### src/rtl/shutdown_seq_pkg.sv
// Shared types and defaults for the staged safe-off sequencer.
package shutdown_seq_pkg;

    localparam int SEQ_STATE_W = 3;

    typedef enum logic [SEQ_STATE_W-1:0] {
        SEQ_RUN       = 3'd0,
        SEQ_DERATE    = 3'd1,
        SEQ_GATE_OFF  = 3'd2,
        SEQ_LOAD_OFF  = 3'd3,
        SEQ_DISCHARGE = 3'd4,
        SEQ_LOCKOUT   = 3'd5,
        SEQ_RESTART   = 3'd6
    } seq_state_t;

    localparam int DEF_DISCH_CYC   = 16;
    localparam int DEF_LOCKOUT_CYC = 64;
    localparam int DEF_RESTART_CYC = 32;
    localparam int DEF_CNT_W       = 8;

    function automatic int max3(input int a, input int b, input int c);
        int m;
        m = (a > b) ? a : b;
        return (m > c) ? m : c;
    endfunction

endpackage

### src/rtl/seq_timer.sv
// Shared cycle timer: clear restarts at zero, counts while enabled, saturates at limit.
module seq_timer #(
    parameter int TW = 8
) (
    input  logic          clk,
    input  logic          rst,
    input  logic          clear,
    input  logic          en,
    input  logic [TW-1:0] limit,
    output logic          expired
);

    logic [TW-1:0] count;

    assign expired = (count >= limit);

    always_ff @(posedge clk) begin
        if (rst || clear) begin
            count <= '0;
        end else if (en && !expired) begin
            count <= count + TW'(1);
        end
    end

endmodule

### src/rtl/shutdown_sequencer.sv
// Staged safe-off sequencer driving the power stage from fault detector flags.
// Optional SHDN_TIMESTAMP_EN adds a free-running cycle counter and last_fault_ts.
module shutdown_sequencer
    import shutdown_seq_pkg::*;
#(
    parameter int DISCH_CYC   = DEF_DISCH_CYC,
    parameter int LOCKOUT_CYC = DEF_LOCKOUT_CYC,
    parameter int RESTART_CYC = DEF_RESTART_CYC,
    parameter int CNT_W       = DEF_CNT_W
) (
    input  logic                   clk,
    input  logic                   rst,
    input  logic                   warning,
    input  logic                   fault,
    input  logic                   shutdown,
    input  logic                   clear_req,
    input  logic                   pwr_good,
    output logic                   gate_en,
    output logic                   load_en,
    output logic                   derate,
    output logic                   bus_discharge,
    output logic [SEQ_STATE_W-1:0] seq_state,
    output logic [CNT_W-1:0]       fault_count
`ifdef SHDN_TIMESTAMP_EN
    ,
    output logic [31:0]            last_fault_ts
`endif
);

    localparam int TW = $clog2(max3(DISCH_CYC, LOCKOUT_CYC, RESTART_CYC)) + 1;

    localparam logic [SEQ_STATE_W-1:0] ST_RUN       = SEQ_RUN;
    localparam logic [SEQ_STATE_W-1:0] ST_DERATE    = SEQ_DERATE;
    localparam logic [SEQ_STATE_W-1:0] ST_GATE_OFF  = SEQ_GATE_OFF;
    localparam logic [SEQ_STATE_W-1:0] ST_LOAD_OFF  = SEQ_LOAD_OFF;
    localparam logic [SEQ_STATE_W-1:0] ST_DISCHARGE = SEQ_DISCHARGE;
    localparam logic [SEQ_STATE_W-1:0] ST_LOCKOUT   = SEQ_LOCKOUT;
    localparam logic [SEQ_STATE_W-1:0] ST_RESTART   = SEQ_RESTART;

    localparam logic [TW-1:0] DISCH_LIM   = TW'(DISCH_CYC - 1);
    localparam logic [TW-1:0] LOCKOUT_LIM = TW'(LOCKOUT_CYC - 1);
    localparam logic [TW-1:0] RESTART_LIM = TW'(RESTART_CYC - 1);

    logic [SEQ_STATE_W-1:0] state;
    logic [SEQ_STATE_W-1:0] next_state;
    logic                   trip;
    logic                   gate_entry;
    logic                   timer_clear;
    logic                   timer_en;
    logic                   timer_expired;
    logic [TW-1:0]          timer_limit;

    assign trip       = fault | shutdown;
    assign seq_state  = state;
    assign gate_entry = (next_state == ST_GATE_OFF) && (state != ST_GATE_OFF);

    always_comb begin
        next_state = state;
        case (state)
            ST_RUN:       if (trip) next_state = ST_GATE_OFF;
                          else if (warning) next_state = ST_DERATE;
            ST_DERATE:    if (trip) next_state = ST_GATE_OFF;
                          else if (!warning) next_state = ST_RUN;
            ST_GATE_OFF:  next_state = ST_LOAD_OFF;
            ST_LOAD_OFF:  next_state = ST_DISCHARGE;
            ST_DISCHARGE: if (timer_expired) next_state = ST_LOCKOUT;
            // A trip here only holds off the re-arm; the safe-off already happened.
            ST_LOCKOUT:   if (timer_expired && clear_req && !trip) next_state = ST_RESTART;
            ST_RESTART:   if (trip) next_state = ST_GATE_OFF;
                          else if (pwr_good && timer_expired) next_state = ST_RUN;
            default:      next_state = ST_GATE_OFF;
        endcase
    end

    // Soft-start needs consecutive good cycles, so a pwr_good dropout rewinds the timer.
    always_comb begin
        timer_limit = RESTART_LIM;
        timer_en    = 1'b0;
        timer_clear = (next_state != state);
        case (state)
            ST_DISCHARGE: begin timer_limit = DISCH_LIM;   timer_en = 1'b1; end
            ST_LOCKOUT:   begin timer_limit = LOCKOUT_LIM; timer_en = 1'b1; end
            ST_RESTART:   begin
                timer_en = pwr_good;
                if (!pwr_good) timer_clear = 1'b1;
            end
            default: ;
        endcase
    end

    seq_timer #(.TW(TW)) u_timer (
        .clk     (clk),
        .rst     (rst),
        .clear   (timer_clear),
        .en      (timer_en),
        .limit   (timer_limit),
        .expired (timer_expired)
    );

    always_ff @(posedge clk) begin
        if (rst) begin
            state         <= ST_RUN;
            gate_en       <= 1'b1;
            load_en       <= 1'b1;
            derate        <= 1'b0;
            bus_discharge <= 1'b0;
            fault_count   <= '0;
        end else begin
            state         <= next_state;
            gate_en       <= (next_state == ST_RUN) || (next_state == ST_DERATE);
            load_en       <= (next_state == ST_RUN) || (next_state == ST_DERATE) ||
                             (next_state == ST_GATE_OFF) || (next_state == ST_RESTART);
            derate        <= (next_state == ST_DERATE);
            bus_discharge <= (next_state == ST_DISCHARGE);
            if (gate_entry && (fault_count != {CNT_W{1'b1}})) begin
                fault_count <= fault_count + CNT_W'(1);
            end
        end
    end

`ifdef SHDN_TIMESTAMP_EN
    logic [31:0] cycle_cnt;

    always_ff @(posedge clk) begin
        if (rst) begin
            cycle_cnt     <= '0;
            last_fault_ts <= '0;
        end else begin
            cycle_cnt <= cycle_cnt + 32'd1;
            if (gate_entry) last_fault_ts <= cycle_cnt;
        end
    end
`endif

endmodule
### config.mk
export PLATFORM = sky130hd
export DESIGN_NAME = shutdown_sequencer
export DESIGN_NICKNAME = d
export VERILOG_FILES = /design/src/rtl/shutdown_seq_pkg.sv /design/src/rtl/seq_timer.sv /design/src/rtl/shutdown_sequencer.sv
export SDC_FILE = /design/constraint.sdc
export NUM_CORES = 1
export LEC_CHECK = 0
export ABC_AREA = 1
export ABC_CLOCK_PERIOD_IN_PS = 2700
export BUFFER_PORTS_ARGS = -buffer_cell sky130_fd_sc_hd__buf_2
export CAP_MARGIN = 20
export CORE_MARGIN = 2
export CORE_UTILIZATION = 40
export DETAILED_ROUTE_END_ITERATION = 8
export PLACE_DENSITY_LB_ADDON = 0.1
export SYNTH_ARGS = -nofsm -noshare
export SYNTH_HDL_FRONTEND = slang
export SYNTH_HIERARCHICAL = 1
export SYNTH_SLANG_ARGS = --single-unit
### constraint.sdc
create_clock -name clk -period 2.7 [get_ports clk]
set_input_delay 0.675 -clock clk [delete_from_list [all_inputs] [get_ports clk]]
set_output_delay 0.675 -clock clk [all_outputs]
set_load 0.005 [all_outputs]
* Word-level counts from Yosys, hierarchy flattened
Index checks and enable logic that the tools add are counted.
** Word-level totals
- Flip-flop bits (word level) :: 22
- Input bits :: 7
- Output and inout bits :: 15
- Logic and storage cells :: 52
** Cells by class
- Add/sub/neg operators :: 2
- $lt $le $gt $ge :: 1
- Equality and inequality tests :: 13
- Multiplexer cells :: 13
- Bitwise logic cells :: 1
- Reductions and logical operators :: 15
** Operator list (count)
- $mux W3 :: 8
- $pmux W3 S7 :: 1
- $eq A3 B3 Y1 const B :: 5
- $pmux W6 S2 :: 1
- $eq A3 B2 Y1 const B :: 3
- $add A8 B1 Y8 const B :: 1
- $ne A8 B8 Y1 const B :: 1
- $add A7 B1 Y7 const B :: 1
- $ge A7 B6 Y1 :: 1
- $eq A3 B1 Y1 const B :: 2
- $logic_and A1 B1 Y1 :: 6
- $logic_not A3 Y1 :: 2
- $logic_or A1 B1 Y1 :: 4
- $ne A3 B2 Y1 const B :: 1
- $ne A3 B3 Y1 :: 1
- $logic_not A1 Y1 :: 2
- $mux W1 :: 2
- $pmux W1 S2 :: 1
- $reduce_or A2 Y1 :: 1
- $or A1 B1 Y1 :: 1

* Logic depth before layout (Yosys ltp)
Gate-level depths: netlist of the first run.
- Depth after elaboration :: 11
- Mapped depth :: 22
- Gate-level depth less buffers :: 21

* By module
Netlist of the first run, hierarchy kept.
** By module, submodules not included
- shutdown_sequencer :: times used 1, cells each 155, area an instance 1156.1 um^2
- seq_timer :: times used 1, cells each 104, area an instance 633.1 um^2

* Worst setup path before layout of the first run
No wires, ideal clock.
- Path type :: register to register
- Start :: register state[0] (netlist: seq_state[0])
- End :: register u_timer.count[4]
- Arrival time :: 2.610 ns
- Slack :: 0.025 ns
- Stages on the path, launching flop included :: 22
- Buffers on the path :: 2
- Cells stage by stage :: dfxtp_1 -> buf_6 -> nand3_2 -> inv_2 -> inv_1 -> ha_1 -> nand2_2 -> inv_2 -> a21oi_4 -> nand2_1 -> nand2_1 -> inv_1 -> nand2_2 -> nor2_1 -> nor2_2 -> nand3_4 -> buf_8 -> o22ai_2 -> nand2_1 -> nor2_1 -> o21ai_0 -> nor2_1
** On the way
- Word-level cells in the longest chain between the ends :: 11
- Elaborated cells on any way between the ends :: 29
- Classes of those cells :: order compare: 1; eq/ne: 7; mux: 13; reduce/logical: 8
** RTL lines
- from (decl) :: line shutdown_sequencer.sv:44 : logic [SEQ_STATE_W-1:0] state;
- from (signal assigned) :: line shutdown_sequencer.sv:109 : state <= next_state;
- $eq A3 B3 Y1 :: line shutdown_sequencer.sv:80 : case (state)
- $pmux W6 S2 (*) :: line shutdown_sequencer.sv:80
- named net timer_limit[5] :: line shutdown_sequencer.sv:51 : logic [TW-1:0] timer_limit;
- $ge A7 B6 Y1 (*) :: line seq_timer.sv:15 : assign expired = (count >= limit);
- named net timer_expired :: line shutdown_sequencer.sv:50 : logic timer_expired;
- $logic_and A1 B1 Y1, on equally long branches :: line shutdown_sequencer.sv:70, shutdown_sequencer.sv:68
- $mux W3 / $logic_and A1 B1 Y1 (equally long branches) :: line shutdown_sequencer.sv:70, shutdown_sequencer.sv:68
- $mux W3, on equally long branches :: line shutdown_sequencer.sv:69, shutdown_sequencer.sv:68
- $pmux W3 S7 (*) :: line shutdown_sequencer.sv:59 : case (state)
- $ne A3 B3 Y1 (*) :: line shutdown_sequencer.sv:79 : timer_clear = (next_state != state);
- $mux W1 :: line shutdown_sequencer.sv:85 : if (!pwr_good) timer_clear = 1'b1;
- $mux W1 (*) :: line shutdown_sequencer.sv:80
- named net timer_clear :: line shutdown_sequencer.sv:48 : logic timer_clear;
- $logic_or A1 B1 Y1 (*) :: line seq_timer.sv:18 : if (rst || clear) begin
- to (signal assigned) :: line seq_timer.sv:21 : count <= count + TW'(1);
- to (decl) :: line seq_timer.sv:13 : logic [TW-1:0] count;
Mark *: on every way through the listed nets, which the timed path passes. The rest lies on a longest branch.
A chain may end at the register's enable or synchronous reset.

* Final worst setup path of the first run
- Start :: register state[1] (netlist: seq_state[1])
- End :: register u_timer.count[4]
The elaborated chain is that of the path after synthesis.

==> impl_metrics.env, run 1 <==
export IMPL_irDropWorstVdd_uv=338.5
export IMPL_use_met2_pct=29.18
export IMPL_place_area_mm2=0.001944
export IMPL_antenna_found_initial=0
export IMPL_core_area_mm2=0.004324
export IMPL_outcome="completed"
export IMPL_final_area_mm2=0.002117
export IMPL_drtIter0Drc=48
export IMPL_crit_path_start_kind="flip-flop"
export IMPL_drive_gt1_share_pct=29.45
export IMPL_total_power_uw=1192
export IMPL_power_density_mw_per_mm2=563.0
export IMPL_grt_first_pass_wirelength_um=6699
export IMPL_top_usage_layer="met2"
export IMPL_area_growth_syn_to_layout_pct=18.32
export IMPL_crit_required_ns=2.86
export IMPL_h_tree_depth=1
export IMPL_end_kind="flip-flop"
export IMPL_p_leak_uw=0.001016
export IMPL_syn_avg_cell_area_um2=6.908
export IMPL_multi_input_area_mm2=0.001132
export IMPL_syn_inst=259
export IMPL_die_area_mm2=0.005024
export IMPL_chipHeight_um=70.88
export IMPL_swShare_pct=37.06
export IMPL_drt_wl_total_um=3794
export IMPL_wl_per_cell_um=11.03
export IMPL_maxSlewViolCount=0
export IMPL_p_int_uw=750.2
export IMPL_hold_viol=0
export IMPL_dp_final_hpwl_um=2850
export IMPL_final_cell_mix="nand2_1, inv_1, buf_2, nor2_1, dfxtp_1"
export IMPL_cts_hold_buf=0
export IMPL_grt_pass1_vias=1511
export IMPL_fin_worst_skew_ns=0.007836
export IMPL_fmax_ghz=0.4053
export IMPL_synth_area_leaders="dfxtp_1, nand2_1, inv_1"
export IMPL_clockPowerShare_pct=26.5
export IMPL_start_util_pct=41.38
export IMPL_path_clk_slew_ns=0.09
export IMPL_synth_cell_area_mm2=0.001789
export IMPL_power_frac_seq_pct=32.0
export IMPL_maxCapViolCount=0
export IMPL_synth_top_cell_by_area="dfxtp_1"
export IMPL_avgViaCountPerCell=4.706
export IMPL_grtUsageMet1_pct=19.79
export IMPL_setup_ws_ns=0.2324
export IMPL_setup_violations=0
export IMPL_cp_arrival_ns=2.63
export IMPL_numPortBuffers=21
export IMPL_clkLatencyLatePin_ns=0.27
export IMPL_remaining_drc_errors=0
export IMPL_path_max_fanout=7
export IMPL_place_congestion=0.7586
export IMPL_cts_path_max_buffers=2
export IMPL_gr_usage_all_layers_pct=16.11
export IMPL_regArea_um2=449.2
export IMPL_dp_slack_ns=0.07076
export IMPL_tritoncts="built"
export IMPL_grt_max_degree=15
export IMPL_final_common_cell="nand2_1"
export IMPL_nFillCells=466
export IMPL_drt_first_pass_iters=4
export IMPL_path_class="flip-flop to flip-flop"
export IMPL_antenna_cells=0
export IMPL_numClockSinks=22
export IMPL_via_count=1619
export IMPL_ys_seq_area_share_pct=24.62
export IMPL_hold_class="flip-flop to flip-flop"
export IMPL_finalCritPeriodShare_pct=91.39
export IMPL_chipWidth_um=70.88
export IMPL_ctsRootBufferMaster="clkbuf_8"
export IMPL_netlist_area_leader_share_pct=24.62
export IMPL_globalRouteOverflowTotal=0
export IMPL_pin_count=22
export IMPL_rows=24
export IMPL_ys_ff_latch=22
export IMPL_nNetsFinal=309
export IMPL_fin_crit_ns=2.468
export IMPL_cts_buffers=3
export IMPL_combPwrFrac_pct=41.6
export IMPL_use_met3_pct=2.849
export IMPL_p_switching_uw=441.8
export IMPL_ant_nets=0
export IMPL_ys_types=32
export IMPL_ys_warn_count=6
==> cell usage after synthesis (all sizes together) <==
cell,number
o22ai,1
a21oi,12
inv,44
and3,1
clkbuf,1
nor2,28
conb,2
nand3b,1
buf,7
nand2,84
o21ai,2
nor3,5
bufinv,1
ha,9
xor2,3
dfxtp,22
nand4,17
a31oi,1
nand3,18
==> per-layer routing <==
layer / wire length [µm] / part of all wire [%]
met3: 87 / 2.3
met2: 1849 / 49
met4: 25 / 0.66
met5: 0 / 0
met1: 1832 / 48
==> logic make-up (layout without fill, tap and decap cells) <==
| logic type | Yosys count | in the layout | synth area share (%) |
|---|---|---|---|
| AO/OA/AOI/OAI | 16 | 16 | 5.595 |
| XOR/XNOR | 3 | 3 | 1.469 |
| adder cells (fa/ha/maj) | 9 | 9 | 6.294 |
| buffers and inverters | 53 | 83 | 15.45 |
| flip-flops | 22 | 22 | 24.62 |
| other | 2 | 5 | 0.4197 |
| AND/OR/NAND/NOR | 154 | 154 | 46.15 |
==> path summary, 6_finish.rpt <==
kind              cells after the start                             to  slack, ns                   startpoint
setup / recovery                     21  u_timer/count[4]$_SDFFE_PP0P_       0.23      seq_state[1]$_SDFF_PP0_
hold / removal                        2    fault_count[7]$_SDFFE_PP0P_       0.51  fault_count[7]$_SDFFE_PP0P_
setup reg to reg                     21  u_timer/count[4]$_SDFFE_PP0P_       0.23      seq_state[1]$_SDFF_PP0_
hold reg to reg                       2    fault_count[7]$_SDFFE_PP0P_       0.51  fault_count[7]$_SDFFE_PP0P_
==> power by group through the flow <==
stage / clock, µW / sequential [µW] / combinational [µW]
2_1_floorplan: 0 / 382 / 382
3_3_place_gp: 0 / 385 / 469
3_5_place_dp: 0 / 385 / 469
4_1_cts: 326 / 377 / 471
5_1_grt: 331 / 385 / 554
6_report: 316 / 381 / 495
==> stage by stage <==
step / hold slack, ns / cells / setup TNS (ns) / utilization [%]
2_1_floorplan: 0.4857 / 262 / 0 / -
3_3_place_gp: 0.4928 / 335 / 0 / 44.97
3_5_place_dp: 0.4976 / 335 / 0 / 44.97
4_1_cts: 0.5116 / 339 / 0 / 46.61
5_1_grt: 0.5256 / 344 / -0.02887 / 48.96
6_report: 0.5061 / 344 / 0 / 48.96
==> area by class of cell <==
type	count	share of cell area, %
sequential	22	21.22
tap	52	3.073
multi-input combinational	187	53.49
clock inverter	1	1.418
inverter	45	9.102
timing repair buffer	34	9.752
clock buffer	3	1.950
==> sequential cells by signal (all words and copies together), names as in the netlist <==
name and count:
fault_count 8, seq_state 3, load_en 1, u_timer/count 7
gate_en 1, bus_discharge 1, derate 1
==> worst max-delay path: stages (launching register included) <==
cell and delay [ns]:
dfxtp_4 0.38, inv_8 0.04, buf_4 0.14, nand3_2 0.07, inv_2 0.04, ha_4 0.25
nand2_1 0.05, nor2_2 0.10, nand2_1 0.08, nand2_2 0.12, nand2_1 0.06, inv_1 0.06
nand2_2 0.08, nand2_4 0.08, nand2_4 0.07, nor3_1 0.23, o22ai_2 0.09, nand2_1 0.08
nor2_1 0.04, buf_4 0.17, o21ai_0 0.07, nor2_1 0.05
==> timing repair <==
action | CTS | global route
endpoints found under the setup margin | 0 | 8
buffers inserted | 0 | 5
gates resized for setup | 0 | 19
Note: power is estimated with default switching activity, not from simulation.
==> run 2: changes to the inputs <==
--- a/config.mk
+++ b/config.mk
@@ -10,7 +10,8 @@
 export BUFFER_PORTS_ARGS = -buffer_cell sky130_fd_sc_hd__buf_2
 export CAP_MARGIN = 20
 export CORE_MARGIN = 2
-export CORE_UTILIZATION = 40
+export CORE_UTILIZATION = 45
+export CTS_BUF_LIST = sky130_fd_sc_hd__clkbuf_4
 export DETAILED_ROUTE_END_ITERATION = 8
 export PLACE_DENSITY_LB_ADDON = 0.1
 export SYNTH_ARGS = -nofsm -noshare
==> impl_metrics.env, run 2 (synthesized netlist as in run 1, its figures left out) <==
export IMPL_final_cell_mix="nand2_1, inv_1, buf_2, nor2_1, dfxtp_1"
export IMPL_tritoncts="built"
export IMPL_setup_violations=0
export IMPL_ant_nets=0
export IMPL_dp_final_hpwl_um=2672
export IMPL_die_area_mm2=0.004496
export IMPL_grt_first_pass_wirelength_um=6237
export IMPL_core_area_mm2=0.003744
export IMPL_drt_wl_total_um=3575
export IMPL_crit_path_start_kind="flip-flop"
export IMPL_remaining_drc_errors=0
export IMPL_fin_worst_skew_ns=0.002575
export IMPL_path_class="flip-flop to flip-flop"
export IMPL_numClockSinks=22
export IMPL_outcome="completed"
export IMPL_hold_viol=0
export IMPL_antenna_cells=0
export IMPL_final_setup_tns_ns=0
export IMPL_total_power_uw=1011
export IMPL_power_density_mw_per_mm2=503.7
export IMPL_via_count=1592
export IMPL_final_area_mm2=0.002007
export IMPL_wl_per_cell_um=10.64
export IMPL_path_buf_inv=4
export IMPL_rows=22
export IMPL_reg2reg_setup_slack_ns=0.20
export IMPL_final_common_cell="nand2_1"
export IMPL_path_max_fanout=7
export IMPL_nNetsFinal=305
export IMPL_clkLatencyLatePin_ns=0.30
export IMPL_drtIter0Drc=89
export IMPL_nFillCells=430
export IMPL_start_util_pct=47.79
export IMPL_crit_required_ns=2.96
export IMPL_cts_buffers=3
export IMPL_globalRouteOverflowTotal=0
export IMPL_fin_worst_hold_slack_ns=0.5092
export IMPL_grt_max_degree=15
export IMPL_chipHeight_um=67.06
export IMPL_finalCritPeriodShare_pct=92.43
export IMPL_fin_crit_ns=2.496
export IMPL_irDropWorstVdd_uv=329.6
export IMPL_cp_cell_sequence="bufinv_8, nand3_1, inv_1, ha_1, nand2_1, nor2_1, nand2_1, nand2_2, nand2_1, inv_1, nand2_2, nand2_4, nand2_4, nor2_8, o21ai_0, a21oi_1, nand2_1, nor2_1, buf_4, o21ai_1, nor2_1"
export IMPL_fmax_ghz=0.4007
export IMPL_path_delay_family="simple AND/OR/NAND/NOR gates"
export IMPL_hold_class="flip-flop to flip-flop"
export IMPL_area_growth_syn_to_layout_pct=12.17
export IMPL_cts_path_max_buffers=2
export IMPL_grt_pass1_vias=1464
export IMPL_crit_slowest_cell="dfxtp_4"
export IMPL_p_leak_uw=0.0009836
export IMPL_avgViaCountPerCell=4.738
export IMPL_largest_register_ffs=8
export IMPL_cp_common_cell="nand2_1"
export IMPL_drt_first_pass_iters=5
export IMPL_cp_slowest_stage_delay_ns=0.39
export IMPL_rsz0062_at_grt="no"
export IMPL_antenna_found_initial=0
export IMPL_cp_arrival_ns=2.75
export IMPL_path_clk_slew_ns=0.13
export IMPL_place_congestion=0.7846
export IMPL_dp_slack_ns=0.1276
export IMPL_maxCapViolCount=0
export IMPL_numPortBuffers=21
export IMPL_place_area_mm2=0.001939
export IMPL_end_kind="flip-flop"
export IMPL_largest_register="fault_count"
export IMPL_h_tree_depth=1
export IMPL_maxSlewViolCount=0
export IMPL_chipWidth_um=67.06
export IMPL_gr_usage_all_layers_pct=17.67
export IMPL_drive_gt1_share_pct=26.39
export IMPL_pin_count=22
export IMPL_setup_ws_ns=0.2045
export IMPL_ctsRootBufferMaster="clkbuf_4"
==> run 2: cell types whose count changed in the layout (fill, tap and decap cells not counted), sizes merged <==
| cell | previous run | this run |
|---|---|---|
| clkinv | 0 | 1 |
| buf | 34 | 30 |
| bufinv | 2 | 1 |
==> run 2: timing repair <==
action | CTS | global route
gates resized for setup | 0 | 12
hold endpoints to repair | 0 | 0
hold buffers | 0 | 0
endpoints found under the setup margin | 0 | 7
buffers inserted | 0 | 1
==> run 2: metal layers <==
layer / track usage, % / up-vias / share of wire (%)
met2: 28.84 / 21 / 43
met3: 2.534 / 2 / 3.1
li1: - / 870 / -
met1: 24.49 / 699 / 53
met4: 3.827 / 0 / 0.53
met5: 0 / - / 0
==> run 2: path summary, 6_finish.rpt <==
| check | start | end | cells past startpoint |
|---|---|---|---|
| max | seq_state[0]$_SDFF_PP0_ | u_timer/count[4]$_SDFFE_PP0P_ | 21 |
| min | fault_count[1]$_SDFFE_PP0P_ | fault_count[1]$_SDFFE_PP0P_ | 2 |
| max reg2reg | seq_state[0]$_SDFF_PP0_ | u_timer/count[4]$_SDFFE_PP0P_ | 21 |
| min reg2reg | fault_count[1]$_SDFFE_PP0P_ | fault_count[1]$_SDFFE_PP0P_ | 2 |
==> run 2: layout make-up <==
class                           instances  area [µm²]  share of cell area, %
Clock buffer                            3       22.52                  1.122
Inverter                               45       190.2                  9.476
Multi-Input combinational cell        187        1109                  55.24
Clock inverter                          1       3.754                 0.1870
Sequential cell                        22       449.2                  22.38
Timing Repair Buffer                   30       172.7                  8.604
Tap cell                               48       60.06                  2.993
==> run 2: tightest hold or removal path: stages, from the launching register on <==
cell,delay (ns)
dfxtp_1,0.36
nand2_1,0.07
a21oi_1,0.05
==> run 2: stage by stage <==
stage          instances  utilization, %
2_1_floorplan        262               -
3_3_place_gp         331           51.80
3_5_place_dp         331           51.80
4_1_cts              335           52.51
5_1_grt              336           53.61
6_report             336           53.61
==> run 2: where the power goes <==
group | switching, µW | leakage [µW] | internal [µW] | total (µW)
Clock | 102 | 0.0000154 | 53.9 | 156
Sequential | 24.8 | 0.000180 | 357 | 382
Combinational | 293 | 0.000788 | 180 | 473
Total | 420 | 0.000984 | 591 | 1010
